==> src/rtl/reg_bank_if.sv <==
// Register bank access bundle: one write port, two read ports, stack pointer tap.
// Latency: n/a (wiring only).
// Backpressure: none; the control unit holds write signals stable around the clock edge.
interface reg_bank_if;
    logic        reg_write;
    logic [4:0]  write_reg;
    logic [31:0] write_data;
    logic [4:0]  read_reg1;
    logic [4:0]  read_reg2;
    logic [31:0] read_data1;
    logic [31:0] read_data2;
    logic [31:0] sp_out;

    // Control side: drives write and read addresses, receives read data.
    modport master (
        output reg_write, write_reg, write_data, read_reg1, read_reg2,
        input  read_data1, read_data2, sp_out
    );

    // Register bank side.
    modport slave (
        input  reg_write, write_reg, write_data, read_reg1, read_reg2,
        output read_data1, read_data2, sp_out
    );
endinterface

==> src/rtl/reg_bank.sv <==
// 32x32 general-purpose register bank: r0 hardwired to zero, stack pointer resets to SP_INIT.
// Latency: write lands on the next rising edge; reads are combinational, optional same-cycle bypass.
// Backpressure: none; writes are accepted every cycle, a write during reset is lost.
module reg_bank #(
    parameter int          SP_INDEX = 29,
    parameter logic [31:0] SP_INIT  = 32'd227,
    parameter bit          BYPASS   = 1'b1
) (
    input logic       clk,
    input logic       reset_n,
    reg_bank_if.slave bus
);

    localparam logic [4:0] SP_IDX = 5'(SP_INDEX);

    logic [31:0] regs_q [32];
    logic [31:0] regs_d [32];
    logic        wr_en;

    // A write to r0 is dropped here so r0 never holds anything but zero.
    assign wr_en = bus.reg_write && (bus.write_reg != 5'd0);

    // Next-state: copy of current contents with the addressed register replaced.
    always_comb begin
        regs_d = regs_q;
        if (wr_en) begin
            regs_d[bus.write_reg] = bus.write_data;
        end
        regs_d[0] = '0;
    end

    // Register storage; reset wins over any write presented in the same cycle.
    always_ff @(posedge clk or negedge reset_n) begin
        if (!reset_n) begin
            for (int i = 0; i < 32; i++) begin
                regs_q[i] <= (i == SP_INDEX) ? SP_INIT : 32'd0;
            end
        end else begin
            regs_q <= regs_d;
        end
    end

    // Read port A: zero for r0, write-through when bypass hits, else stored value.
    always_comb begin
        bus.read_data1 = regs_q[bus.read_reg1];
        if (bus.read_reg1 == 5'd0) begin
            bus.read_data1 = '0;
        end else if (BYPASS && wr_en && (bus.write_reg == bus.read_reg1)) begin
            bus.read_data1 = bus.write_data;
        end
    end

    // Read port B: same rules as port A, fully independent.
    always_comb begin
        bus.read_data2 = regs_q[bus.read_reg2];
        if (bus.read_reg2 == 5'd0) begin
            bus.read_data2 = '0;
        end else if (BYPASS && wr_en && (bus.write_reg == bus.read_reg2)) begin
            bus.read_data2 = bus.write_data;
        end
    end

    // Stack pointer tap shows the stored value only, never the bypassed one.
    assign bus.sp_out = regs_q[SP_IDX];

endmodule
==> src/flat_wrapper.sv <==
// flat-port wrapper written by rule: the top's interface ports become plain ports
module reg_bank_flat 
#(
    parameter int          SP_INDEX = 29,
    parameter logic [31:0] SP_INIT  = 32'd227,
    parameter bit          BYPASS   = 1'b1
)
  (clk, reset_n, bus_reg_write, bus_write_reg, bus_write_data, bus_read_reg1, bus_read_reg2, bus_read_data1, bus_read_data2, bus_sp_out);
  reg_bank_if bus_i ();
  input logic clk;
  input logic reset_n;
  input wire logic [$bits(bus_i.reg_write)-1:0] bus_reg_write;
  input wire logic [$bits(bus_i.write_reg)-1:0] bus_write_reg;
  input wire logic [$bits(bus_i.write_data)-1:0] bus_write_data;
  input wire logic [$bits(bus_i.read_reg1)-1:0] bus_read_reg1;
  input wire logic [$bits(bus_i.read_reg2)-1:0] bus_read_reg2;
  output wire logic [$bits(bus_i.read_data1)-1:0] bus_read_data1;
  output wire logic [$bits(bus_i.read_data2)-1:0] bus_read_data2;
  output wire logic [$bits(bus_i.sp_out)-1:0] bus_sp_out;
  assign bus_i.reg_write = bus_reg_write;
  assign bus_i.write_reg = bus_write_reg;
  assign bus_i.write_data = bus_write_data;
  assign bus_i.read_reg1 = bus_read_reg1;
  assign bus_i.read_reg2 = bus_read_reg2;
  assign bus_read_data1 = bus_i.read_data1;
  assign bus_read_data2 = bus_i.read_data2;
  assign bus_sp_out = bus_i.sp_out;
  reg_bank #(.SP_INDEX(SP_INDEX), .SP_INIT(SP_INIT), .BYPASS(BYPASS)) u_core (.clk(clk), .reset_n(reset_n), .bus(bus_i));
endmodule
==> config.mk <==
export PLATFORM = sky130hd
export DESIGN_NAME = reg_bank_flat
export DESIGN_NICKNAME = d
export VERILOG_FILES = /design/src/rtl/reg_bank_if.sv /design/src/rtl/reg_bank.sv /design/src/flat_wrapper.sv
export SDC_FILE = /design/constraint.sdc
export NUM_CORES = 2
export LEC_CHECK = 0
export ABC_CLOCK_PERIOD_IN_PS = 1750
export BUFFER_PORTS_ARGS = -buffer_cell sky130_fd_sc_hd__buf_4
export CAP_MARGIN = 15
export CORE_MARGIN = 2
export CORE_UTILIZATION = 50
export DETAILED_ROUTE_END_ITERATION = 6
export GPL_TIMING_DRIVEN = 0
export HOLD_SLACK_MARGIN = 0.15
export PLACE_DENSITY = 0.75
export REMOVE_ABC_BUFFERS = 1
export SLEW_MARGIN = 20
export SYNTH_ARGS = -nofsm -noshare
export SYNTH_HDL_FRONTEND = slang
export SYNTH_SLANG_ARGS = --single-unit
==> constraint.sdc <==
create_clock -name clk -period 1.75 [get_ports clk]
set_input_delay 0.175 -clock clk [delete_from_list [all_inputs] [get_ports clk]]
set_output_delay 0.175 -clock clk [all_outputs]
set_load 0.05 [all_outputs]
== Word level (Yosys, flattened, before mapping) ==
Index checks and enable logic that the tools add are counted.
Widths: inputs -> output; s select.

* Bits in registers: 992
* Bits of input ports: 50
* Logic and storage cells: 60

* Magnitude comparators: 4
* Equality and inequality tests: 2
* Muxes and demuxes: 13
* Bitwise gates (word level): 3
* Reduce and logical (&&, ||, !) cells: 7

{| class="wikitable"
|+ Operators with widths
! operator !! count
|-
| $bwmux 1024 || 1
|-
| $bmux 32 s5 || 2
|-
| $mux 32 || 9
|-
| $demux 32 s5 || 1
|-
| $ge 6x6->1 const B || 3
|-
| $not 5->6 || 3
|-
| $eq 5x5->1 || 2
|-
| $logic_not 5->1 || 2
|-
| $lt 6x1->1 const B || 1
|-
| $reduce_bool 5->1 || 1
|-
| $logic_and 1x1->1 || 4
|}

== Depth between registers and ports, before layout ==
* Word-level depth: 6
* Mapped depth: 10
* Gate-level depth less buffers: 5

== Worst setup path before layout ==
Ideal clock, no wire load.

* Kind: input to output
* From: input bus_read_reg1[0]
* To: output bus_read_data1[12]
* Arrival: 2.322 ns
* Required time: 1.575 ns
* Setup slack: -0.747 ns
* Stages: 8
* Buffers on the path: 4
* Path through: buf_4 -> buf_4 -> and2_1 -> buf_2 -> clkbuf_1 -> a22o_1 -> o31a_1 -> a31oi_1

* Word-level cells in the longest chain between the ends: 6

{| class="wikitable"
|+ RTL lines
! element !! RTL line !! source
|-
| from (decl) || flat_wrapper.sv:15 || <nowiki>input wire logic [$bits(bus_i.read_reg1)-1:0] bus_read_reg1;</nowiki>
|-
| $not 5->6 (implied by the code) || reg_bank.sv:45 || <nowiki>bus.read_data1 = regs_q[bus.read_reg1];</nowiki>
|-
| $bmux 32 s5 || reg_bank.sv:45 ||
|-
| $mux 32 (implied by the code) (2 in series) || reg_bank.sv:45 ||
|-
| $mux 32 || reg_bank.sv:48 || <nowiki>end else if (BYPASS && wr_en && (bus.write_reg == bus.read_reg1)) begin</nowiki>
|-
| $mux 32 * || reg_bank.sv:46 || <nowiki>if (bus.read_reg1 == 5'd0) begin</nowiki>
|-
| to (decl) || flat_wrapper.sv:17 || <nowiki>output wire logic [$bits(bus_i.read_data1)-1:0] bus_read_data1;</nowiki>
|}

Every way passes the cells marked *; elsewhere a longest branch is shown, timed or not. The select of a mux whose other input is x is not followed.

== Worst setup path in the final report ==
* From: register u_core.regs_q[481] (netlist name)
* To: output bus_read_data2[1]

* Word-level cells in the longest chain between the ends: 5

{| class="wikitable"
|+ RTL lines
! element !! RTL line !! source
|-
| from (decl) || reg_bank.sv:16 || <nowiki>logic [31:0] regs_q [32];</nowiki>
|-
| from (signal, indexed assignment) || reg_bank.sv:36 || <nowiki>regs_q[i] <= (i == SP_INDEX) ? SP_INIT : 32'd0;</nowiki>
|-
| from (signal assigned) || reg_bank.sv:39 || <nowiki>regs_q <= regs_d;</nowiki>
|-
| $bmux 32 s5 || reg_bank.sv:55 || <nowiki>bus.read_data2 = regs_q[bus.read_reg2];</nowiki>
|-
| $mux 32 (implied by the code) (2 in series) || reg_bank.sv:55 ||
|-
| $mux 32 || reg_bank.sv:58 || <nowiki>end else if (BYPASS && wr_en && (bus.write_reg == bus.read_reg2)) begin</nowiki>
|-
| $mux 32 || reg_bank.sv:56 || <nowiki>if (bus.read_reg2 == 5'd0) begin</nowiki>
|-
| to (decl) || flat_wrapper.sv:18 || <nowiki>output wire logic [$bits(bus_i.read_data2)-1:0] bus_read_data2;</nowiki>
|}

No other way between the ends. The select of a mux whose other input is x is not followed.

==> impl_metrics.py <==
metrics = {
    "synthesis": {
        "synth-seq-cells": 992,
        "syn_area_per_cell_um2": 14.31,
        "synth_area_leaders": "dfrtp_1 (45%), mux2_2 (22%), mux4_2 (15%)",
        "synthSimpleGateAreaFrac": 0.03168,
        "ys_types": 65,
        "ys_top_cells_by_count": "mux2_2 (1080), dfrtp_1 (987), mux4_2 (368)",
        "syn-cell-area_um2": 54350,
        "synth_top_family_by_area": "multiplexers",
        "synth_compound_area_frac": 0.06002,
        "synthCells": 3799,
        "yosysSeqAreaShare": 0.4569,
        "async_flop_share": 1.000,
        "synth-edff-count": 0,
        "synth.most_common_cell": "mux2_2",
        "yosys_warnings": 0,
        "synth_xor_area_frac": 0.001612,
        "synthMuxAreaShare": 0.4043,
        "synth_top_area_share": 0.4545,
        "synth_flop_cell": "dfrtp_1",
        "synth_fa_ha_area_frac": 0,
        "yosys.area.top_type": "dfrtp_1",
    },
    "routing": {
        "drc": 0,
        "routed-wl-met3_mm": 20.33,
        "drt-total-wl_mm": 181.1,
        "final_antenna_net_count": 0,
        "drt-wirelength-per-cell_um": 33.78,
        "highest_layer": "met5",
        "vias": 38260,
        "first_pass_iters": 5,
        "vias_per_cell": 7.135,
        "dr_wl_met2_mm": 81.30,
        "wl_met1_mm": 68.74,
        "drt_iter0_drc": 5024,
    },
    "critical_path": {
        "worstSetupPathType": "reg -> out",
        "crit_required_ns": 1.57,
        "rr_startpoint": "u_core.regs_q[403]",
        "reg2regPathDepth": 3,
        "worst_setup_path_start_kind": "register",
        "crit_path_start": "u_core.regs_q[481]",
        "r2r_end": "u_core.regs_q[403]",
        "worstSetupEndpointType": "output pin",
        "r2r_slack_ns": 0.68,
        "cp.arrival_ns": 2.71,
        "crit_fanout": 3,
    },
    "floorplan": {
        "core_area_um2": 107500,
        "ios": 146,
        "num_rows": 120,
        "start_util": 0.5055,
        "die_area_um2": 111300,
        "die_y_um": 333.7,
        "dieWidth_um": 333.7,
    },
    "sta": {
        "finalCritPeriodShare": 1.651,
        "hold_slack_ns": -0.6342,
        "period_needed_ns": 2.889,
        "skew_ns": 0,
        "report.final.setup_viol": 71,
        "slew_headroom": 0.2504,
        "final.setup.tns_ns": -55.68,
        "fmax_mhz": 346.2,
        "worst_pin_slew_ns": 1.122,
        "fin_ws_ns": -1.139,
        "hold_viol_final": 539,
        "slew_viol_final": 0,
        "rsz0062_at_grt": "true",
    },
    "clocking": {
        "path_clk_slew_ns": 0.07,
        "cts_tree": "yes",
        "cts_root_buffer": "clkbuf_16",
        "cts_inserted_buffers": 106,
        "clock_latency_ns": 0.70,
        "htreeDepth": 3,
        "ctsHoldBuffers": 35,
        "clockBufferDepth": 3,
        "cts.sinks": 992,
    },
    "grt": {
        "grt_max_degree": 141,
        "overflow": 0,
        "track_usage": 0.3199,
        "grt_pass1_vias": 39120,
        "antenna_found_initial": 12,
        "grt_first_pass_wirelength_mm": 262.9,
    },
    "place": {
        "place_worst_setup_slack_ns": -2.010,
        "numPlacedInstances": 4997,
        "port_buffers": 145,
        "dp_hpwl_mm": 98.74,
        "dpl_cell_area_um2": 57430,
        "gp_congestion": 0.7793,
    },
    "flow_run": {
        "cap_violations": 0,
    },
    "final_layout": {
        "nFillCells": 7700,
        "syn_to_final_growth_pct": 18.76,
        "drive_gt1_frac": 0.5646,
        "final_cell_count_no_fill": 5363,
        "final_area_um2": 64540,
        "fin_nets": 3920,
    },
    "run_status": {
        "outcome": "finished, violations left",
        "violations": "negative hold slack, negative setup slack",
    },
    "hold_path": {
        "min_path_type": "in -> async",
    },
    "power": {
        "peakVddDrop_v": 0.0007533,
        "p_leak_nw": 27.89,
        "power.density_nw_per_um2": 1128,
    },
}
## report_power, final
| part | total [mW] | internal, mW | switching (mW) | leakage [nW] |
|---|---|---|---|---|
| combinational | 17.9 | 9.91 | 7.99 | 13.4 |
| sequential | 31.1 | 27.5 | 3.60 | 12.7 |
| clock | 23.8 | 14.0 | 9.79 | 1.82 |
## metrics by stage
stage / hold slack (ns) / total power, mW / util
finish: -0.6342 / 72.77 / 0.6004
global route: -0.6214 / 75.15 / 0.6003
CTS: -0.6434 / 71.94 / 0.5955
detailed placement: 0.09614 / 46.79 / 0.5342
global placement: 0.4790 / 45.93 / 0.5091
floorplan: -0.1206 / 41.22 / -
## final cells by class
type,instances,area [µm²],area share
clock buffer,160,3227,0.05000
antenna,3,7.507,0.0001163
timing repair buffer,408,5834,0.09040
inverter,2,7.507,0.0001163
multi-input combinational,2360,28420,0.4404
sequential,992,24830,0.3847
tap,1403,1755,0.02720
clock inverter,35,454.2,0.007037
## critical path, cell delays in order (launching register included)
cell     delay [ns]
dfrtp_1        0.44
mux4_2         0.55
o22ai_1        0.25
o32ai_1        0.16
a221o_1        0.39
buf_6          0.18
## cell families after synthesis
kind of cell           Yosys count
AO/OA/AOI/OAI                  425
XOR/XNOR                        10
buffers and inverters          450
flip-flops                     992
multiplexers                  1593
AND/OR/NAND/NOR                329
## worst max-delay path by stage
| stage | end | cells after the start | slack, ns |
|---|---|---|---|
| after global placement | u_core.regs_q[134] | 1 | -11.31 |
| after CTS | bus_read_data2[22] | 5 | -1.0 |
| after global routing | bus_read_data2[22] | 5 | -1.10 |
| after detailed placement | bus_read_data2[30] | 8 | -2.01 |
| final | bus_read_data2[1] | 5 | -1.14 |
| after floorplan | bus_read_data1[29] | 5 | -1.72 |
## repair_timing
action,CTS,global route
endpoints found under the setup margin,169,78
gates resized for setup,234,58
hold endpoints to repair,1520,539
pin swaps,48,23
gates cloned,25,2
buffers inserted,85,23
## metal layers
| metal | track usage | up-vias |
|---|---|---|
| met5 | 0 | - |
| met4 | 0.1686 | 12 |
| met3 | 0.08774 | 686 |
| met2 | 0.4805 | 2521 |
| met1 | 0.4257 | 20200 |
| li1 | - | 14850 |
## cells in the final DEF (no fill, tap or decap), drive strengths merged, types with 12 or more instances in the layout
master | Yosys | layout
buf | 272 | 351
a221o | 30 | 30
a21boi | 30 | 30
o22ai | 68 | 68
o32ai | 16 | 16
mux2i | 129 | 129
o21a | 19 | 19
a31oi | 14 | 14
a221oi | 64 | 64
a22oi | 79 | 79
clkinv | 0 | 17
clkbuf | 176 | 162
nand3 | 23 | 23
nor2 | 89 | 89
dfrtp | 987 | 987
nand4 | 21 | 21
dlygate4sd3 | 0 | 35
o31a | 12 | 12
or4 | 20 | 20
mux4 | 368 | 368
nor3 | 15 | 15
nand2 | 54 | 54
nor2b | 43 | 43
o21ai | 29 | 29
mux2 | 1096 | 1096
or3 | 17 | 17
o211ai | 31 | 31
nand2b | 30 | 31
bufbuf | 0 | 20
## sequential cells by signal (all words and copies together), names as in the netlist
name,count
u_core.bus.sp_out,32
u_core.regs_q,960
Power figures use the tool's default switching activity.
